**src/rtl/wr_burst_writer_pkg.sv**
```systemverilog
// wr_burst_writer_pkg: shared FSM state type, settle default and free-space helper for the FIFO write side.
package wr_burst_writer_pkg;
  localparam int SETTLE_DEF = 2;
  typedef enum logic [2:0] {IDLE, WAIT_ROOM, BURST, DONE, ERR} wb_state_e;
  // A full FIFO reports usedw==0, so full must override the subtraction.
  function automatic int unsigned free_words(input logic full, input int unsigned usedw, input int unsigned depth);
    return full ? 32'd0 : depth - usedw;
  endfunction
endpackage

```
**src/rtl/wr_burst_writer_if.sv**
```systemverilog
// wr_burst_writer_if: command, source and FIFO-write signals of the burst writer.
interface wr_burst_writer_if #(parameter int DWIDTH = 8, parameter int AWIDTH = 4);
  logic              cmd_valid_i;
  logic [AWIDTH:0]   cmd_len_i;
  logic              cmd_ready_o;
  logic [DWIDTH-1:0] src_data_i;
  logic              src_valid_i;
  logic              src_ready_o;
  logic              wr_full_i;
  logic [AWIDTH-1:0] wr_usedw_i;
  logic              wr_req_o;
  logic [DWIDTH-1:0] wr_data_o;
  logic              busy_o;
  logic              done_o;
  logic              err_o;
  modport master (
    output cmd_valid_i, cmd_len_i, src_data_i, src_valid_i, wr_full_i, wr_usedw_i,
    input  cmd_ready_o, src_ready_o, wr_req_o, wr_data_o, busy_o, done_o, err_o
  );
  modport slave (
    input  cmd_valid_i, cmd_len_i, src_data_i, src_valid_i, wr_full_i, wr_usedw_i,
    output cmd_ready_o, src_ready_o, wr_req_o, wr_data_o, busy_o, done_o, err_o
  );
endinterface

```
**src/rtl/wr_burst_writer.sv**
```systemverilog
// wr_burst_writer: waits for FIFO room, then streams a commanded burst of source words into the FIFO.
module wr_burst_writer
  import wr_burst_writer_pkg::*;
#(
  parameter int DWIDTH = 8,
  parameter int AWIDTH = 4,
  parameter int SETTLE = SETTLE_DEF
) (
  input logic wr_clk_i,
  input logic sclr_i,
  wr_burst_writer_if.slave bus
);
  localparam int unsigned DEPTH = 1 << AWIDTH;
  localparam int SW = $clog2(SETTLE + 2);
  wb_state_e state;
  logic [AWIDTH:0] len, cnt, cnt_nxt;
  logic [SW-1:0] settle;
  logic [DWIDTH-1:0] data;
  logic cmd_ready, busy, done, err, src_ready, wr_req, room_ok;
  assign cnt_nxt = cnt + (AWIDTH+1)'(1);
  assign room_ok = free_words(bus.wr_full_i, 32'(bus.wr_usedw_i), DEPTH) >= 32'(len);
  // Reset gates the write path combinationally so a reset cycle never writes.
  assign src_ready = sclr_i && state == BURST && !bus.wr_full_i;
  assign wr_req = src_ready && bus.src_valid_i;
  assign data = bus.src_data_i;
  assign bus.wr_data_o = data;
  assign bus.src_ready_o = src_ready;
  assign bus.wr_req_o = wr_req;
  assign bus.cmd_ready_o = cmd_ready;
  assign bus.busy_o = busy;
  assign bus.done_o = done;
  assign bus.err_o = err;
  always_ff @(posedge wr_clk_i) begin
    if (!sclr_i) begin
      state <= IDLE;
      len <= '0;
      cnt <= '0;
      settle <= '0;
      cmd_ready <= 1'b1;
      busy <= 1'b0;
      done <= 1'b0;
      err <= 1'b0;
    end else begin
      done <= 1'b0;
      err <= 1'b0;
      case (state)
        IDLE: if (bus.cmd_valid_i && cmd_ready) begin
          len <= bus.cmd_len_i;
          cnt <= '0;
          settle <= '0;
          cmd_ready <= 1'b0;
          busy <= 1'b1;
          if (bus.cmd_len_i == '0) begin
            state <= DONE;
            done <= 1'b1;
          end else if (32'(bus.cmd_len_i) > DEPTH) begin
            state <= ERR;
            err <= 1'b1;
          end else state <= WAIT_ROOM;
        end
        // usedw lags the last write by the pointer and usedw registers; wait it out.
        WAIT_ROOM: if (settle != SW'(SETTLE)) settle <= settle + SW'(1);
          else if (room_ok) state <= BURST;
        BURST: if (wr_req) begin
          cnt <= cnt_nxt;
          if (cnt_nxt == len) begin
            state <= DONE;
            done <= 1'b1;
          end
        end
        default: begin
          state <= IDLE;
          cmd_ready <= 1'b1;
          busy <= 1'b0;
        end
      endcase
    end
  end
endmodule

```
**src/flat_wrapper.sv**
```systemverilog
// flat-port wrapper written by rule: the top's interface ports become plain ports
module wr_burst_writer_flat import wr_burst_writer_pkg::*;
#(
  parameter int DWIDTH = 8,
  parameter int AWIDTH = 4,
  parameter int SETTLE = SETTLE_DEF
)
  (wr_clk_i, sclr_i, bus_cmd_valid_i, bus_cmd_len_i, bus_src_data_i, bus_src_valid_i, bus_wr_full_i, bus_wr_usedw_i, bus_cmd_ready_o, bus_src_ready_o, bus_wr_req_o, bus_wr_data_o, bus_busy_o, bus_done_o, bus_err_o);
  wr_burst_writer_if #(.DWIDTH(DWIDTH), .AWIDTH(AWIDTH)) bus_i ();
  input logic wr_clk_i;
  input logic sclr_i;
  input wire logic [$bits(bus_i.cmd_valid_i)-1:0] bus_cmd_valid_i;
  input wire logic [$bits(bus_i.cmd_len_i)-1:0] bus_cmd_len_i;
  input wire logic [$bits(bus_i.src_data_i)-1:0] bus_src_data_i;
  input wire logic [$bits(bus_i.src_valid_i)-1:0] bus_src_valid_i;
  input wire logic [$bits(bus_i.wr_full_i)-1:0] bus_wr_full_i;
  input wire logic [$bits(bus_i.wr_usedw_i)-1:0] bus_wr_usedw_i;
  output wire logic [$bits(bus_i.cmd_ready_o)-1:0] bus_cmd_ready_o;
  output wire logic [$bits(bus_i.src_ready_o)-1:0] bus_src_ready_o;
  output wire logic [$bits(bus_i.wr_req_o)-1:0] bus_wr_req_o;
  output wire logic [$bits(bus_i.wr_data_o)-1:0] bus_wr_data_o;
  output wire logic [$bits(bus_i.busy_o)-1:0] bus_busy_o;
  output wire logic [$bits(bus_i.done_o)-1:0] bus_done_o;
  output wire logic [$bits(bus_i.err_o)-1:0] bus_err_o;
  assign bus_i.cmd_valid_i = bus_cmd_valid_i;
  assign bus_i.cmd_len_i = bus_cmd_len_i;
  assign bus_i.src_data_i = bus_src_data_i;
  assign bus_i.src_valid_i = bus_src_valid_i;
  assign bus_i.wr_full_i = bus_wr_full_i;
  assign bus_i.wr_usedw_i = bus_wr_usedw_i;
  assign bus_cmd_ready_o = bus_i.cmd_ready_o;
  assign bus_src_ready_o = bus_i.src_ready_o;
  assign bus_wr_req_o = bus_i.wr_req_o;
  assign bus_wr_data_o = bus_i.wr_data_o;
  assign bus_busy_o = bus_i.busy_o;
  assign bus_done_o = bus_i.done_o;
  assign bus_err_o = bus_i.err_o;
  wr_burst_writer #(.DWIDTH(DWIDTH), .AWIDTH(AWIDTH), .SETTLE(SETTLE)) u_core (.wr_clk_i(wr_clk_i), .sclr_i(sclr_i), .bus(bus_i));
endmodule
```
**config.mk**
```make
export PLATFORM = sky130hd
export DESIGN_NAME = wr_burst_writer_flat
export DESIGN_NICKNAME = d
export VERILOG_FILES = /design/src/rtl/wr_burst_writer_pkg.sv /design/src/rtl/wr_burst_writer_if.sv /design/src/rtl/wr_burst_writer.sv /design/src/flat_wrapper.sv
export SDC_FILE = /design/constraint.sdc
export NUM_CORES = 1
export LEC_CHECK = 0
export CAP_MARGIN = 5
export CELL_PAD_IN_SITES_DETAIL_PLACEMENT = 0
export CELL_PAD_IN_SITES_GLOBAL_PLACEMENT = 1
export CORE_ASPECT_RATIO = 1.2
export CORE_MARGIN = 2
export CORE_UTILIZATION = 34
export DETAILED_ROUTE_END_ITERATION = 8
export PLACE_DENSITY = 0.9
export SLEW_MARGIN = 20
export SYNTH_ARGS = -nofsm -noshare
export SYNTH_HDL_FRONTEND = slang
export SYNTH_SLANG_ARGS = --single-unit
```
**constraint.sdc**
```tcl
create_clock -name wr_clk_i -period 2.5 [get_ports wr_clk_i]
set_input_delay 0.5 -clock wr_clk_i [delete_from_list [all_inputs] [get_ports wr_clk_i]]
set_output_delay 0.5 -clock wr_clk_i [all_outputs]
set_load 0.01 [all_outputs]
```
; ---- Word-level counts from Yosys, hierarchy flattened
; Index checks and enable logic that the tools add are counted.
; W data, S select, Z words.
[word_totals]
out_inout_bits = 14
reg_bits = 19
wordCells = 68
in_bits = 22
[classes]
muxes = 25
reduce_logical = 16
eq_ne = 10
add_sub_neg = 3
order_cmp = 2
bitwise_logic = 4
[ops]
columns = cell, count
row1 = $ge A32 B5 Y1, 1
row2 = $mux W32, 1
row3 = $mux W3, 7
row4 = $mux W5, 2
row5 = $pmux W5 S2, 1
row6 = $pmux W3 S3, 1
row7 = $ne A2 B2 Y1 const B, 4
row8 = $mux W1, 7
row9 = $ne A2 B1 Y1 const B, 3
row10 = $pmux W1 S2, 3
row11 = $reduce_and A3 Y1, 2
row12 = $sub A5 B4 Y6 const A, 1
row13 = $add A5 B1 Y5 const B, 1
row14 = $eq A5 B5 Y1, 1
row15 = $gt A5 B5 Y1 const B, 1
row16 = $logic_not A5 Y1, 1
row17 = $reduce_and A5 Y1, 1
row18 = $logic_and A1 B1 Y1, 4
row19 = $mux W2, 2
row20 = $not A1 Y1, 4
row21 = $pmux W2 S2, 1
row22 = $reduce_and A2 Y1, 2
row23 = $reduce_bool A2 Y1, 2
row24 = $reduce_or A4 Y1, 1
row25 = 6 further kinds, 6

; ---- Longest topological paths before layout
[logic_depth]
depth_word = 6
depth_mapped = 9
ltp_nobuf = 9

; ---- Least setup slack after synthesis
; OpenSTA, ideal clock, no wires.
[synth_path]
kind = reg2reg
start = register u_core.cnt[0]
end = register u_core.state[0]
n_path_buf = 0
setup_ns = 0.123
period_less_slack_ns = 1.835
setup_slack_ns = 0.665
t_required_ns = 2.377
stages_incl_launch_ff = 7
arrival_ns = 1.712
cell_sequence = dfxtp_1 ha_1 nand3_2 or3_4 a2111oi_4 o22ai_2 mux2i_1
[synth_between]
elab_chain_len = 4
[synth_rtl]
columns = item, line
row1 = from (decl), wr_burst_writer.sv:16  ; logic [AWIDTH:0] len, cnt, cnt_nxt;
row2 = from (signal assigned), wr_burst_writer.sv:65  ; cnt <= cnt_nxt;
row3 = $add A5 B1 Y5, wr_burst_writer.sv:20  ; assign cnt_nxt = cnt + (AWIDTH+1)'(1);
row4 = $eq A5 B5 Y1, wr_burst_writer.sv:66  ; if (cnt_nxt == len) begin
row5 = $ne A2 B2 Y1 (no line), n/a
row6 = $reduce_and A5 Y1 (no line), n/a
row7 = to (signal assigned), wr_burst_writer.sv:63  ; else if (room_ok) state <= BURST;
row8 = to (signal assigned), wr_burst_writer.sv:67  ; state <= DONE;
row9 = to (signal assigned), wr_burst_writer.sv:72  ; state <= IDLE;
row10 = to (decl), wr_burst_writer.sv:15  ; wb_state_e state;
; No other way between the ends.
; A chain may end at the register's enable or synchronous reset.

; ---- Worst setup path in the final report
[layout_path]
start = input bus_wr_full_i
end = register u_core.state[0]
[layout_between]
elab_chain_len = 5
word_cells_on_any_way = 8
cone_classes = order compare (1) / eq/ne (2) / mux (1) / reduce/logical (4)
[layout_rtl]
columns = item, line
row1 = from (decl), flat_wrapper.sv:16  ; input wire logic [$bits(bus_i.wr_full_i)-1:0] bus_wr_full_i;
row2 = branches (longest 4 deep; another with $ge A32 B5 Y1), n/a
row3 = $reduce_and A5 Y1 (no line) (*), n/a
row4 = to (signal assigned), wr_burst_writer.sv:35  ; state <= IDLE;
row5 = to (signal assigned), wr_burst_writer.sv:54  ; state <= DONE;
row6 = to (signal assigned), wr_burst_writer.sv:57  ; state <= ERR;
; Every way passes the cells marked *.

==> summary.txt <==
Pwr
  • Pwr/cell area: 510.7 nW/um^2
  • VDD IR-drop max: 0.1718 mV
  • Lkg Pwr: 0.6454 nW
  • Total Power: 0.0007802 W

Synthesis
  • Asr flop ratio synth: 0%
  • Main combinational cell family by area after synthesis: simple AND/OR/NAND/NOR gates
  • Main synth FF type: dfxtp_1
  • XOR/XNOR share of the synthesized area: 5.539%
  • Post-synthesis mux area share: 3.165%
  • Syn. warnings: 0
  • Top post-synthesis cells by count: dfxtp_1, nor2_1, a21oi_1
  • Yosys top cell area share: 30.07%
  • Post-synth EDFFs: 0
  • Synth Area in Compound Gates: 14.84%
  • Netlist cell types: 41
  • Mapped Nets: 180
  • Simple-gate share of the synthesized area: 28.78%
  • Sequential area share after synthesis: 30.07%
  • Cells after Synth: 150
  • Mapped cell area: 1265 sq um
  • Post-synthesis register bit count: 19
  • Synth top area cells: dfxtp_1, ha_1, a21oi_1
  • Area leader, netlist: dfxtp_1
  • Synth Area per Inst: 8.433 sq um
  • Count leader, synth: dfxtp_1
  • Adder-Cell Fraction of Synth Area: 7.913%

Min path
  • Worst min path class: reg -> reg

GRT
  • First-pass GRT wire length: 4.298 mm
  • Total track usage: 12.99%
  • Initial antenna violation count: 0
  • Largest net degree at the start of global routing: 17
  • Met1 Usage GRT: 19.64%
  • GRT met2 Usage: 18.60%
  • Aggregate global routing overflow: 0
  • GRT Max-Usage Layer: met1
  • Vias in the first global route: 891
  • Met3 usage: 1.828%

Die
  • Die W: 59.68 um
  • Core Box Area: 3603 sq um
  • Starting Density: 35.10%
  • Chip height: 70.82 um
  • Ports: 36
  • Row count: 24
  • Die area: 4226 sq um

Clocking
  • Clk Tree Root Cell: clkbuf_8
  • Max H-tree Level: 1
  • Num CTS Buffers: 3
  • Clock sinks: 19
  • Hold_buf cts: 0
  • Setup bufs post-CTS: 0
  • CTS tree: yes
  • Clock Latency Late Sink: 0.26 ns
  • Worst-path clk slew: 0.07 ns
  • CTS max path bufs: 2

Placement
  • Hpwl dp: 1.889 mm
  • GP Congestion: 0.7560
  • I/O Buffers: 19
  • Area after DPL: 1468 sq um
  • Place WS: -0.07764 ns
  • Placed insts: 202

Setup path
  • Critical R2R Capture: u_core.state[0]
  • Worst setup path category: in -> reg
  • Critical Path Fanout Max: 6
  • Flop-to-flop setup slack: 0.51 ns
  • Critical Path Sink: u_core.state[0]
  • Critical Path End Type: flip-flop
  • Req. time, crit path: 2.70 ns
  • CP Launch Type: input port
  • Worst Reg-to-Reg Cells: 6
  • Reg2Reg Launch Point: u_core.cnt[0]
  • Setup crit start: bus_wr_full_i
  • Critical path arrival: 2.35 ns

Timing
  • Final Worst Setup Slack: 0.3454 ns
  • Final setup violation count: 0
  • Worst Tran Pin Value: 0.3951 ns
  • RSZ-0062 raised after global routing: no
  • Max transition margin: 73.62%
  • Minimum clock period: 2.155 ns
  • Fmax achieved: 464.1 MHz
  • Fin. Hold Viols: 0
  • Clock Skews: 0.004321 ns
  • Fin crit share: 86.18%
  • Fin. max-slew vios: 0

Final layout
  • Post-route cell area: 1528 sq um
  • Finished Layout Cells: 206
  • Nets: 198
  • # fillers: 367
  • Area grow syn2layout: 20.77%
  • Antenna diodes: 0
  • Finished Core Util: 42.40%
  • Share of cells above drive strength 1: 12.57%
  • Footprint of the multi-input gates: 768.2 sq um
  • Sequential cell area: 380.4 sq um

Detailed routing
  • Routed wire length per instance: 12.09 um
  • Via density per instance: 5.005
  • # DRC: 0
  • Vias: 1031
  • Post-DRT Antenna Nets: 0
  • DR iter-0 viols: 12
  • Routed WL: 2.490 mm
  • Pre-antenna DRT Iters: 4

Status
  • Outcome: finished, final reports clean

Run
  • Max cap viols: 0
## state kept, by name, indices dropped and copies added, names as in the netlist
signal	cells
u_core.cnt	5
u_core.len	5
u_core.state	3
u_core.settle	2
u_core.bus.busy_o	1
u_core.bus.cmd_ready_o	1
u_core.bus.done_o	1
u_core.bus.err_o	1
## critical path: stages
cell and delay [ns]:
clkdlybuf4s50_1 0.42, buf_4 0.17, nor4b_1 0.34, ha_1 0.31, a21oi_1 0.14, nand2_1 0.08
o22ai_2 0.19, mux2i_1 0.20
## how the worst min path moves through the flow
stage	startpoint	end	slack, ns	depth (start not counted)
4_1_cts	u_core.bus.busy_o	u_core.bus.busy_o	0.50	2
6_report	u_core.bus.busy_o	u_core.bus.busy_o	0.49	2
3_3_place_gp	u_core.bus.busy_o	u_core.bus.busy_o	0.48	2
3_5_place_dp	u_core.bus.busy_o	u_core.bus.busy_o	0.48	2
5_1_grt	u_core.bus.busy_o	u_core.bus.busy_o	0.52	2
2_1_floorplan	u_core.cnt[1]	u_core.cnt[1]	0.52	2
## layer usage
| metal | wire length [um] | vias to the layer above |
|---|---|---|
| met5 | 0 | - |
| met4 | 51 | 0 |
| met3 | 95 | 5 |
| met2 | 1114 | 20 |
| met1 | 1228 | 468 |
| li1 | - | 538 |
## area by class of cell
cell class              count  area share [%]
multi-input cells         109           50.29
flip-flops and latches     19           24.90
repair buffers             26           16.38
well taps                  39           3.194
clock buffers               3           2.703
inverters                   9           2.211
clock inverters             1          0.3276
## where the power goes
part	switching, W	internal [W]	leakage [nW]
clock	0.000106	0.000111	0.0255
sequential	0.0000266	0.000325	0.155
combinational	0.000100	0.000111	0.465
total	0.000233	0.000547	0.645
## what timing repair did
| item | CTS | global route |
|---|---|---|
| setup endpoints to repair | 1 | 2 |
| gates resized for setup | 1 | 3 |
| pin swaps | 0 | 0 |
## layout by cell type (no fill, tap or decap), types with 2 or more instances in the layout
| master | Yosys | routed |
|---|---|---|
| a21boi_0 | 3 | 3 |
| a21oi_1 | 12 | 12 |
| and2_1 | 2 | 2 |
| and4_1 | 2 | 2 |
| buf_4 | 8 | 7 |
| clkbuf_8 | 0 | 3 |
| clkdlybuf4s50_1 | 0 | 16 |
| dfxtp_1 | 19 | 19 |
| dlymetal6s2s_1 | 0 | 3 |
| ha_1 | 8 | 8 |
| inv_1 | 9 | 9 |
| mux2i_1 | 4 | 4 |
| nand2_1 | 10 | 10 |
| nand2b_1 | 4 | 4 |
| nand3_1 | 2 | 2 |
| nand3b_1 | 2 | 2 |
| nor2_1 | 13 | 13 |
| nor2b_1 | 8 | 8 |
| nor3_1 | 5 | 5 |
| o21a_1 | 2 | 2 |
| o21ai_0 | 4 | 4 |
| or2_2 | 2 | 2 |
| xnor2_1 | 3 | 3 |
| xor2_1 | 5 | 5 |
## stage by stage
step | hold slack, ns | TNS (ns)
floorplan | 0.5150 | 0
global placement | 0.4753 | -0.1184
detailed placement | 0.4805 | -0.07764
CTS | 0.4990 | 0
global route | 0.5169 | 0
finish | 0.4904 | 0
## cell families (layout without fill, tap and decap cells)
group,Yosys count,in the layout
mux,4,4
buf+inv,22,39
xor+xnor,8,8
flops,19,19
simple gates,62,62
compound gates,27,27
fa+ha+maj,8,8
(Power assumes the default switching activity.)
